<file path="src/rtl/musa_pkg.sv">
// Shared MUSA core constants used by the return-address stack.
package musa_pkg;

  // Overflow handling modes for the return-address stack
  localparam int unsigned RAS_OVF_SATURATE = 0;
  localparam int unsigned RAS_OVF_WRAP     = 1;

  // Default program-counter width
  localparam int unsigned MUSA_PC_W = 18;

endpackage

</file>
<file path="src/rtl/ras_storage.sv">
// Return-address stack storage: DEPTH x ADDR_W array with one synchronous
// write port and one asynchronous read port. Contents are not reset.
// Ports:
//   clk    in  core clock
//   we     in  write enable
//   waddr  in  write index
//   wdata  in  write data
//   raddr  in  read index
//   rdata  out combinational read data
module ras_storage #(
  parameter int unsigned ADDR_W = 18,
  parameter int unsigned DEPTH  = 8,
  localparam int unsigned PTR_W = $clog2(DEPTH)
) (
  input  logic              clk,
  input  logic              we,
  input  logic [PTR_W-1:0]  waddr,
  input  logic [ADDR_W-1:0] wdata,
  input  logic [PTR_W-1:0]  raddr,
  output logic [ADDR_W-1:0] rdata
);

  logic [ADDR_W-1:0] mem_q [DEPTH];

  // Synchronous write port
  always_ff @(posedge clk) begin
    if (we) begin
      mem_q[waddr] <= wdata;
    end
  end

  // Asynchronous read port
  assign rdata = mem_q[raddr];

endmodule

</file>
<file path="src/rtl/return_addr_stack.sv">
// Parametrised return-address stack: saves the return PC on CALL (push) and
// supplies it on RET (pop). Circular storage indexed by a top pointer, with
// occupancy status, sticky overflow/underflow flags, flush and push+pop replace.
// Ports:
//   clk, rst_n            clock, async active-low reset
//   push, pop, flush      stack operations (flush has priority)
//   err_clr               clear sticky error flags
//   read_pc               return address to push
//   write_pc              current top entry, 0 when empty
//   empty, full, count    occupancy status
//   overflow, underflow   sticky error flags
module return_addr_stack
  import musa_pkg::*;
#(
  parameter int unsigned ADDR_W   = MUSA_PC_W,
  parameter int unsigned DEPTH    = 8,
  parameter int unsigned OVF_MODE = RAS_OVF_SATURATE,
  localparam int unsigned PTR_W   = $clog2(DEPTH),
  localparam int unsigned CNT_W   = $clog2(DEPTH + 1)
) (
  input  logic              clk,
  input  logic              rst_n,
  input  logic              push,
  input  logic              pop,
  input  logic              flush,
  input  logic              err_clr,
  input  logic [ADDR_W-1:0] read_pc,
  output logic [ADDR_W-1:0] write_pc,
  output logic              empty,
  output logic              full,
  output logic [CNT_W-1:0]  count,
  output logic              overflow,
  output logic              underflow
);

  logic [PTR_W-1:0]  top_q, top_d, top_m1;
  logic [CNT_W-1:0]  count_q, count_d;
  logic              ovf_q, ovf_d, unf_q, unf_d;
  logic              we;
  logic [PTR_W-1:0]  waddr;
  logic [ADDR_W-1:0] rdata;

  // Index of the current top entry (wraps modulo DEPTH)
  assign top_m1 = top_q - PTR_W'(1);

  assign empty     = (count_q == '0);
  assign full      = (count_q == CNT_W'(DEPTH));
  assign count     = count_q;
  assign overflow  = ovf_q;
  assign underflow = unf_q;
  assign write_pc  = empty ? '0 : rdata;

  ras_storage #(
    .ADDR_W (ADDR_W),
    .DEPTH  (DEPTH)
  ) u_storage (
    .clk   (clk),
    .we    (we),
    .waddr (waddr),
    .wdata (read_pc),
    .raddr (top_m1),
    .rdata (rdata)
  );

  // Next-state logic: flush > push/pop; flags set this cycle win over err_clr
  always_comb begin
    top_d   = top_q;
    count_d = count_q;
    ovf_d   = ovf_q;
    unf_d   = unf_q;
    we      = 1'b0;
    waddr   = top_q;

    if (err_clr) begin
      ovf_d = 1'b0;
      unf_d = 1'b0;
    end

    if (flush) begin
      top_d   = '0;
      count_d = '0;
    end else if (push && pop) begin
      if (!empty) begin
        // Replace the top entry in place
        we    = 1'b1;
        waddr = top_m1;
      end else begin
        unf_d   = 1'b1;
        we      = 1'b1;
        top_d   = top_q + PTR_W'(1);
        count_d = CNT_W'(1);
      end
    end else if (push) begin
      if (!full) begin
        we      = 1'b1;
        top_d   = top_q + PTR_W'(1);
        count_d = count_q + CNT_W'(1);
      end else begin
        ovf_d = 1'b1;
        if (OVF_MODE == RAS_OVF_WRAP) begin
          // Overwrite the oldest entry; count stays at DEPTH
          we    = 1'b1;
          top_d = top_q + PTR_W'(1);
        end
      end
    end else if (pop) begin
      if (!empty) begin
        top_d   = top_m1;
        count_d = count_q - CNT_W'(1);
      end else begin
        unf_d = 1'b1;
      end
    end
  end

  // State registers
  always_ff @(posedge clk or negedge rst_n) begin
    if (!rst_n) begin
      top_q   <= '0;
      count_q <= '0;
      ovf_q   <= 1'b0;
      unf_q   <= 1'b0;
    end else begin
      top_q   <= top_d;
      count_q <= count_d;
      ovf_q   <= ovf_d;
      unf_q   <= unf_d;
    end
  end

endmodule

</file>
<file path="config.mk">
export PLATFORM = sky130hd
export DESIGN_NAME = return_addr_stack
export DESIGN_NICKNAME = d
export VERILOG_FILES = /design/src/rtl/musa_pkg.sv /design/src/rtl/ras_storage.sv /design/src/rtl/return_addr_stack.sv
export SDC_FILE = /design/constraint.sdc
export NUM_CORES = 1
export LEC_CHECK = 0
export BUFFER_PORTS_ARGS = -buffer_cell sky130_fd_sc_hd__buf_2
export CORE_ASPECT_RATIO = 0.6
export CORE_UTILIZATION = 35
export CTS_BUF_LIST = sky130_fd_sc_hd__clkbuf_4 sky130_fd_sc_hd__clkbuf_8 sky130_fd_sc_hd__clkbuf_16
export CTS_CLUSTER_DIAMETER = 60
export DETAILED_ROUTE_END_ITERATION = 7
export RECOVER_POWER = 100
export SYNTH_ARGS = -nofsm -noshare
export SYNTH_HDL_FRONTEND = slang
export SYNTH_SLANG_ARGS = --single-unit
</file>
<file path="constraint.sdc">
create_clock -name clk -period 3.5 [get_ports clk]
set_input_delay 1.05 -clock clk [delete_from_list [all_inputs] [get_ports clk]]
set_output_delay 1.05 -clock clk [all_outputs]
set_load 0.02 [all_outputs]
</file>
==> reports/results.txt <==
Sequential area share after synthesis -> 73.1%
RSZ-0062 raised after global routing -> yes
Vias -> 3,235
Syn_area_per_cell -> 19.9 um^2
Number of diodes -> 0
TritonRoute pass-1 iters -> 5
CTS tree -> built
CP Max Fanout -> 9
WL final -> 13,100 um
Post-placement cell count -> 597
Final Max Tran Viols -> 0
Initial antenna violation count -> 0
First-pass GRT wire length -> 20,100 um
Initial Util -> 36.0%
Max VDD drop -> 0.000328 V
Setup-failing EPs final -> 0
Total congestion overflow -> 0
Core region area -> 0.0173 mm^2
Max Buffers Root-to-Sink -> 2
Iter 0 DRT Violations -> 236
R2R Setup Slk -> 0.36 ns
Max Clk Rate -> 293 MHz
Commonest non-fill, non-tap cell in the layout -> edfxtp_1
Worst hold path class -> flop to flop
CTS Buf Count -> 17
Cell Area, Placed -> 0.00683 mm^2
Final worst-path cycle share -> 97.7%
Hold Crit Depth -> 2
CP Launch Type -> flop
FF-to-FF path depth -> 5
Number of synthesis warnings -> 0
Clock Skews -> 0.00927 ns
Final min period -> 3.42 ns
Post-synth net total -> 342
Num ports -> 50
Fin. Hold Viols -> 0
DP Wirelength -> 7990 um
Max-Cap Viols -> 0
Crit. End Element -> primary output
Post-synth ARST share -> 5.88%
Cell count after synthesis -> 313
Area Growth Syn to Fin -> 20.0%
Worst Path Required -> 2.45 ns
Die Wd -> 174 um
Layout cells sized above 1 -> 28.9%
Worst-path clk slew -> 0.06 ns
Die Ht -> 105 um
Synthesis-stage register bit count -> 153
Root Driver -> clkbuf_16
Total GRT Usage -> 14.9%
WL/cell -> 20.8 um
Clk Latency, worst-skew pair -> 0.41 ns
Synth unique cells -> 41
Routed Antenna Nets -> 0
WS Path Type -> flop to primary output
Post-place setup slack -> 0.192 ns
Number of global-route vias before repair -> 3,379
Worst slew pin tran -> 0.925 ns
Post-CTS Setup Bufs -> 0
Commonest non-fill, non-tap cells in the layout -> 144 x edfxtp_1, 37 x mux4_2, 30 x clkbuf_1
CP startpoint -> count[1]
Worst Path Arrival -> 2.37 ns
Total Power -> 5560 uW
# port buffers -> 49
Leakage -> 0.00248 uW
# fillers -> 1,515
DRC Markers -> 0
Synthesized cell area -> 0.00622 mm^2
Num rows -> 37
Status -> finished, final reports clean
Largest net degree at the start of global routing -> 40
RR Startpoint -> count[1]
Clk sinks -> 153
Final Net Count -> 412
Post-synth EDFFs -> 144
Final Cell Area -> 0.00747 mm^2
Final worst setup slack -> 0.0815 ns
Worst reg2reg path endpoint -> u_storage.mem_q[6][4]
Rel. slew slack -> 38.1%
H-Tree Depth -> 4
Die ar. -> 0.0183 mm^2
CP endpoint -> write_pc[15]
Power density over cell area -> 744 mW/mm^2
Vias per cell -> 5.14
Routability cong. -> 0.834
Ys flop type -> edfxtp_1
Final std cells w/o fill -> 629
## sequential cells by signal (all words and copies together) (netlist names)
| register | cells |
|---|---|
| count | 4 |
| overflow | 1 |
| top_q | 3 |
| u_storage.mem_q | 144 |
| underflow | 1 |
## repair_timing
item,4_1_cts,5_1_grt
cloned,0,1
resized for setup,3,1
endpoints found under the hold margin,0,0
hold buffers,0,0
pin swaps,0,3
endpoints found under the setup margin,18,2
## synthesized netlist by cell type, types with 2 or more instances
| master | instances | area share (%) |
|---|---|---|
| xor2_1 | 3 | 0.42 |
| xnor2_1 | 2 | 0.28 |
| ha_1 | 4 | 0.80 |
| nor2_2 | 2 | 0.20 |
| nor2b_1 | 6 | 0.60 |
| dfrtp_1 | 9 | 3.6 |
| a21o_1 | 2 | 0.24 |
| a211oi_1 | 2 | 0.24 |
| o21ai_1 | 2 | 0.16 |
| and3_1 | 2 | 0.20 |
| o32ai_1 | 2 | 0.28 |
| buf_2 | 4 | 0.32 |
| edfxtp_1 | 144 | 69 |
| nor3_1 | 4 | 0.32 |
| clkbuf_1 | 8 | 0.48 |
| a22o_1 | 19 | 2.7 |
| a21oi_1 | 4 | 0.32 |
| nand2_1 | 2 | 0.12 |
| nor2_1 | 15 | 0.90 |
| a211o_1 | 2 | 0.28 |
| nand3_1 | 4 | 0.32 |
| mux4_2 | 37 | 13 |
| buf_6 | 3 | 0.54 |
| inv_1 | 11 | 0.66 |
| a32oi_1 | 4 | 0.56 |
## power by group
part,internal (uW),switching (uW),total (uW)
combinational,533,770,1300
sequential,2090,29.6,2120
clock,1410,725,2140
## logic make-up after synthesis
| kind of cell | after synthesis | share of synthesized area (%) |
|---|---|---|
| flops | 153 | 73.1 |
| compound gates | 45 | 6.09 |
| simple gates | 40 | 3.30 |
| mux | 37 | 13.4 |
| buf+inv | 28 | 2.27 |
| xor+xnor | 5 | 0.704 |
| fa+ha+maj | 5 | 1.13 |
## per-layer routing
metal | GRT usage (%) | up-vias | routed length (um)
met5 | 0 | - | 0
li1 | - | 1438 | -
met1 | 21.2 | 1675 | 6100
met2 | 23.2 | 109 | 6100
met4 | 4.39 | 0 | 102
met3 | 3.28 | 13 | 754
## how the worst min path moves through the flow
stage,from,endpoint
CTS,rst_n,count[2]
floorplan,top_q[1],top_q[1]
global placement,overflow,overflow
finish,overflow,overflow
global route,overflow,overflow
detailed placement,overflow,overflow
## layout make-up
type                            instances  area [um^2]  area share [%]
Clock buffer                           17          425            5.70
Inverter                               12         50.0           0.670
Multi-Input combinational cell        133         1560            20.8
Clock inverter                         14          268            3.59
Tap cell                              234          293            3.92
Timing Repair Buffer                   66          327            4.37
Sequential cell                       153         4550            60.9
## critical path: stages (launching register included)
cell     delay (ns)
dfrtp_1        0.48
or4_1          0.74
inv_6          0.18
nor2_4         0.10
a22o_1         0.29
buf_2          0.16
## through the flow
step           hold slack (ns)  TNS (ns)  utilization [%]
2_1_floorplan            0.609         0                -
3_3_place_gp             0.524         0             39.6
3_5_place_dp             0.514         0             39.6
4_1_cts                  0.480         0             43.6
5_1_grt                  0.558  -0.00162             43.3
6_report                 0.523         0             43.3
Note: power is estimated with default switching activity, not from simulation.
